===== src/rtl/an_encoder_seq.sv =====
// Sequential AN-code encoder: ANc = A * N, computed by
// one shift-and-add step per bit of A behind valid/ready handshakes.
module an_encoder_seq #(
    parameter int A    = 13,
    parameter int A_W  = 4,
    parameter int N_W  = 8,
    parameter int AN_W = 12
) (
    input  logic            clk,
    input  logic            rst_n,
    input  logic            in_valid,
    output logic            in_ready,
    input  logic [N_W-1:0]  N,
    output logic            out_valid,
    input  logic            out_ready,
    output logic [AN_W-1:0] ANc,
    output logic            busy
);
    localparam int CW = (A_W > 1) ? $clog2(A_W) : 1;
    localparam logic [A_W-1:0] A_BITS = A_W'(A);
    localparam logic [CW-1:0] LAST = CW'(A_W - 1);

    if ((A % 2 == 0) || (A <= 1)) begin : g_bad_a
        $error("an_encoder_seq: A must be odd and greater than 1");
    end

    // The largest product must fit the codeword so the adder never wraps.
    if (((longint'(1) << N_W) - 1) * A >= (longint'(1) << AN_W)) begin : g_bad_w
        $error("an_encoder_seq: AN_W too narrow for (2^N_W-1)*A");
    end

    typedef enum logic [1:0] {
        IDLE,
        MUL,
        DONE
    } state_t;

    state_t          state;
    logic [AN_W-1:0] acc;
    logic [AN_W-1:0] n_reg;
    logic [CW-1:0]   cnt;
    logic            accept;

    assign in_ready  = (state == IDLE) || ((state == DONE) && out_ready);
    assign accept    = in_valid && in_ready;
    assign out_valid = (state == DONE);
    assign busy      = (state == MUL);
    assign ANc       = acc;

    always_ff @(posedge clk or negedge rst_n) begin
        if (!rst_n) begin
            state <= IDLE;
            acc   <= '0;
            n_reg <= '0;
            cnt   <= '0;
        end else if (accept) begin
            n_reg <= AN_W'(N);
            acc   <= '0;
            cnt   <= '0;
            state <= MUL;
        end else begin
            unique case (state)
                MUL: begin
                    if (A_BITS[cnt]) begin
                        acc <= acc + (n_reg << cnt);
                    end
                    cnt <= cnt + 1'b1;
                    if (cnt == LAST) begin
                        state <= DONE;
                    end
                end
                DONE: begin
                    if (out_ready) begin
                        state <= IDLE;
                    end
                end
                default: begin
                end
            endcase
        end
    end

endmodule


===== config.mk =====
export PLATFORM = sky130hd
export DESIGN_NAME = an_encoder_seq
export DESIGN_NICKNAME = d
export VERILOG_FILES = /design/src/rtl/an_encoder_seq.sv
export SDC_FILE = /design/constraint.sdc
export NUM_CORES = 1
export LEC_CHECK = 0
export ABC_CLOCK_PERIOD_IN_PS = 6400
export CAP_MARGIN = 40
export CORE_MARGIN = 4
export CORE_UTILIZATION = 28
export CTS_CLUSTER_DIAMETER = 60
export DETAILED_ROUTE_END_ITERATION = 8
export GPL_TIMING_DRIVEN = 1
export MAX_ROUTING_LAYER = met4
export PLACE_DENSITY = 0.5
export SLEW_MARGIN = 10
export SYNTH_ARGS = -nofsm -noshare
export SYNTH_HDL_FRONTEND = slang
export SYNTH_SLANG_ARGS = --single-unit
export TNS_END_PERCENT = 50

===== constraint.sdc =====
create_clock -name clk -period 6.4 [get_ports clk]
set_clock_uncertainty 0.15 [all_clocks]
set_input_delay 0.64 -clock clk [delete_from_list [all_inputs] [get_ports clk]]
set_output_delay 0.64 -clock clk [all_outputs]
set_load 0.005 [all_outputs]

==> Word-level counts from Yosys, hierarchy flattened <==
Index checks and enable logic that the tools add are counted.
{ "totals": {"reg_bits": 24, "inputBits": 12, "out_inout_bits": 15, "elab_cells": 33} }
{ "classes": {"n_addsub": 2, "order_cmp": 1, "n_eq_ne": 5, "n_shift": 1, "n_mux": 11, "reduce_logical": 9} }
{ "ops": {"columns": ["operator", "n"], "rows": [
  ["2-to-1 mux 12 bit", 3],
  ["adder 12 bit", 1],
  ["left shift 8 x 2 -> 12 bit", 1],
  ["2-to-1 mux 2 bit", 5],
  ["!= test 3 x 1 -> 1 bit (second input constant)", 2],
  ["equality test 2 bit (second input constant)", 2],
  ["one-hot mux 2 bit (2 select lines)", 1],
  ["nonzero test 2 bit", 2],
  ["less-than comparator 2 x 3 -> 1 bit (second input constant)", 1],
  ["AND reduction 3 bit", 1],
  ["nonzero test 3 bit", 1],
  ["adder 2 x 1 -> 2 bit (second input constant)", 1],
  ["binary-select mux 1 bit (select 2 bit)", 1],
  ["equality test 2 x 1 -> 1 bit (second input constant)", 1],
  ["logical AND 1 bit", 2],
  ["zero test 2 bit", 1],
  ["AND reduction 2 bit", 1],
  ["logical OR 1 bit", 1],
  ["2-to-1 mux 1 bit", 1]
]} }

==> Depth between registers and ports, before layout <==
{ "depth": {"word_depth": 6, "depth_mapped": 11, "depth_no_buf": 9} }

==> Least setup slack after synthesis <==
OpenSTA, ideal clock, no wires.
{ "synth_timing": {"path_kind": "register to register", "start": "reg cnt[0]", "end": "reg acc[10], in the netlist ANc[10]", "setup_ps": 122, "t_arrival_ps": 2531, "required_ps": 6128, "slack_ps": 3597, "path_stages_with_launch": 12, "n_path_buf": 2, "synth_period_minus_slack_ps": 2803, "cell_sequence": "dfrtp_1 > clkbuf_1 > clkbuf_1 > nor3b_1 > ha_1 > inv_1 > fa_1 > nor2b_4 > o31ai_2 > a21oi_1 > or3_1 > a32o_1"} }
{ "synth_between": {"elab_chain_len": 5, "word_cells_on_any_way": 9, "classes_between": "add/sub: 1; shift: 1; mux: 5; reduce/logical: 2"} }
{ "synth_lines": {"columns": ["element", "line_no", "rtl"], "rows": [
  ["from (decl)", "41", "logic [CW-1:0] cnt;"],
  ["from (signal assigned)", "67", "cnt <= cnt + 1'b1;"],
  ["left shift 8 x 2 -> 12 bit", "65", "acc <= acc + (n_reg << cnt);"],
  ["adder 12 bit", "65", null],
  ["2-to-1 mux 12 bit", "64", "if (A_BITS[cnt]) begin"],
  ["2-to-1 mux 12 bit", "62", "unique case (state)"],
  ["2-to-1 mux 12 bit", "56", "end else if (accept) begin"],
  ["to (signal assigned)", "65", null],
  ["to (decl)", "39", "logic [AN_W-1:0] acc;"]
]} }
Several ways; a longest one is shown, not always the timed one. The select of a mux whose other input is x is not followed.
A chain may end at the register's enable or synchronous reset.

==> Worst setup path after layout <==
{ "layout_timing": {"start": "reg cnt[0]", "end": "reg acc[11], in the netlist ANc[11]"} }
Same word-level chain as after synthesis.

==> flow_summary.yaml <==
power:
  ir_drop_mv: 0.207
  power.density_mw_per_mm2: 535
  p_leak_nw: 0.948
floorplan:
  die_h_um: 86.0
  fp-row-count: 28
  core_sq_mm: 0.00592
  start_util: 0.288
  die_x_um: 86.0
  ios: 27
  die_area_sq_mm: 0.00740
global_route:
  grt_use_met2: 0.170
  antenna_found_initial: 0
  grt_overflow: 0
  use_met3: 0.0269
  top_usage_layer: "met2"
  grt_pass1_vias: 1316
  use_met1: 0.146
  grt_pass1_wl_um: 6280
  grt_start_max_net_pins: 25
  gr-usage-all-layers: 0.109
synth:
  synth_top_cell_by_area: "dfrtp_1"
  synth_compound_gate_area_share: 0.192
  yosysMostFrequentCell: "nand2_1"
  synth_edf_count: 0
  synthXorXnorAreaFrac: 0.0411
  synth.area.mux_share: 0.0748
  yosysWarnings: 0
  synth.top_cell.area_share: 0.352
  synth.top_cells.by_area: "dfrtp_1 (35%), ha_1 (12%), nand2_1 (9.0%), a21oi_1 (4.4%), mux2i_1 (3.5%)"
  synthArstFlopShare: 1.00
  avgSynthCellArea_sq_um: 9.27
  syn-num-nets: 214
  synth-seq-cells: 24
  synth_ff_type: "dfrtp_1"
  synth-adder-area-share: 0.136
  seq_area_frac_synth: 0.352
  ys_types: 40
  syn_area_sq_mm: 0.00171
  synth_top_family_by_area: "compound AO/OA/AOI/OAI gates"
  syn-instance-count: 184
  synth_common_cells: "nand2_1 (41), dfrtp_1 (24), ha_1 (17)"
  yosys.area_share.simple: 0.164
cts:
  htreeDepth: 1
  clkTransAtPathRegs_ns: 0.09
  cts.path.max_buffers: 2
  cts_made_buffers: 3
  cts_post_setup_buffers_inserted: 0
  cts_tree: "built"
  hold_buffers: 0
  clock_latency_ns: 0.27
  clock_sink_count: 24
  cts.repair.resized: 0
  cts_root_buf: "clkbuf_8"
timing:
  hold_viol: 0
  whs_ns: 0.384
  slew_headroom: 0.469
  tightest_slew_ns: 0.797
  finalSetupViolCount: 0
  period_minus_slack_ns: 2.95
  slew_viol_final: 0
  setup_slack_ns: 3.45
  fmaxAchievable_mhz: 339
  finalSetupTns_ns: 0
  period_share: 0.462
  rsz0062_at_grt: "false"
worst_hold_path:
  hp-class: "flop to flop"
  hold_start: "n_reg[0]"
status:
  status: "complete, no violations"
layout:
  largest_register_ffs: 12
  register_area_sq_um: 601
  fillers: 638
  final_cells: 283
  post-route-cell-area_sq_mm: 0.00207
  final_layout_size_suffix_gt1_frac: 0.0625
  diodes: 0
  nNetsFinal: 240
  area_growth_pct: 21.4
  multi_input_comb_area_sq_mm: 0.00104
setup_path:
  r2r-start: "cnt[0]"
  crit_start: "cnt[0]"
  start_kind: "flop"
  setup.worst_path.end_class: "flop"
  worstPathMaxFanout: 18
  crit_type: "flop to flop"
  crit_arrival_ns: 3.00
  cp.required_ns: 6.44
routing:
  wirelength_um: 3710
  drc_errors: 0
  wire_per_inst_um: 13.1
  drt_iter0_markers: 47
  vias: 1351
  avgViaCountPerCell: 4.77
  drt_first_pass_iters: 4
  ant_nets: 0
placement:
  gp_congestion: 0.804
  io_buffers: 26
  place_ws_ns: 3.41
  placed_cells: 280
  hpwl_um: 2840
  placedInstanceArea_sq_mm: 0.00203
job:
  maxCapViolCount: 0
==> report_power, final <==
part	internal [mW]	switching (mW)	total (mW)	leakage, nW
Combinational	0.351	0.363	0.715	0.622
Sequential	0.220	0.0821	0.302	0.305
Clock	0.0421	0.0498	0.0919	0.0216
Total	0.613	0.495	1.11	0.948
==> worst max-delay path, cell delays in order (launching register included) <==
cell	delay [ns]
dfrtp_1	0.76
mux4_2	0.59
ha_1	0.36
o211ai_1	0.12
o211ai_1	0.29
a31oi_1	0.15
or3_1	0.32
a21oi_1	0.14
==> kinds of logic (layout without fill, tap and decap cells) <==
group	count (synthesis)	after routing
and+or+nand+nor	62	62
AOI/OAI and AO/OA	48	48
DFF	24	24
adders and majority gates	18	18
buffers and inverters	14	38
muxes	10	10
xor gates and xnor gates	8	8
==> cells in the final DEF (no fill, tap or decap), drive strengths merged, types with 2 or more instances in the layout <==
cell,count
nand2,41
clkbuf,3
nor2b,3
a21o,3
a22o,4
inv,8
mux2,2
nand3,2
a211oi,2
dfrtp,24
or3,3
xnor2,5
o21ai,8
mux4,2
a21oi,16
o211ai,2
ha,17
xor2,3
nand2b,2
mux2i,6
nor2,6
a32o,2
o31ai,6
clkdlybuf4s50,26
==> final timing paths <==
kind                            depth (start not counted)        to  slack [ns]
worst max-delay path                                    7   ANc[11]        3.45
worst min-delay path                                    2  n_reg[0]        0.38
worst max register to register                          7   ANc[11]        3.45
worst min register to register                          2  n_reg[0]        0.38
max in group asynchronous                               2    ANc[9]        5.27
min in group asynchronous                               2    ANc[1]        0.58
==> cell type report <==
cell class                      count  area share
Sequential cell                    24       0.290
Inverter                            8      0.0145
Clock buffer                        3      0.0199
Multi-Input combinational cell    146       0.501
Timing Repair Buffer               27       0.129
Tap cell                           75      0.0453
==> per-stage QoR <==
stage,power (mW),utilization
floorplan,0.832,-
finish,1.11,0.350
global route,1.24,0.350
detailed placement,1.03,0.343
CTS,1.13,0.350
global placement,1.02,0.343
==> routing by layer <==
layer	share of wire	wire length, um
met5	0	0
met1	0.50	1870
met4	0.0049	18
met2	0.44	1650
met3	0.047	174
Power figures use the tool's default switching activity.
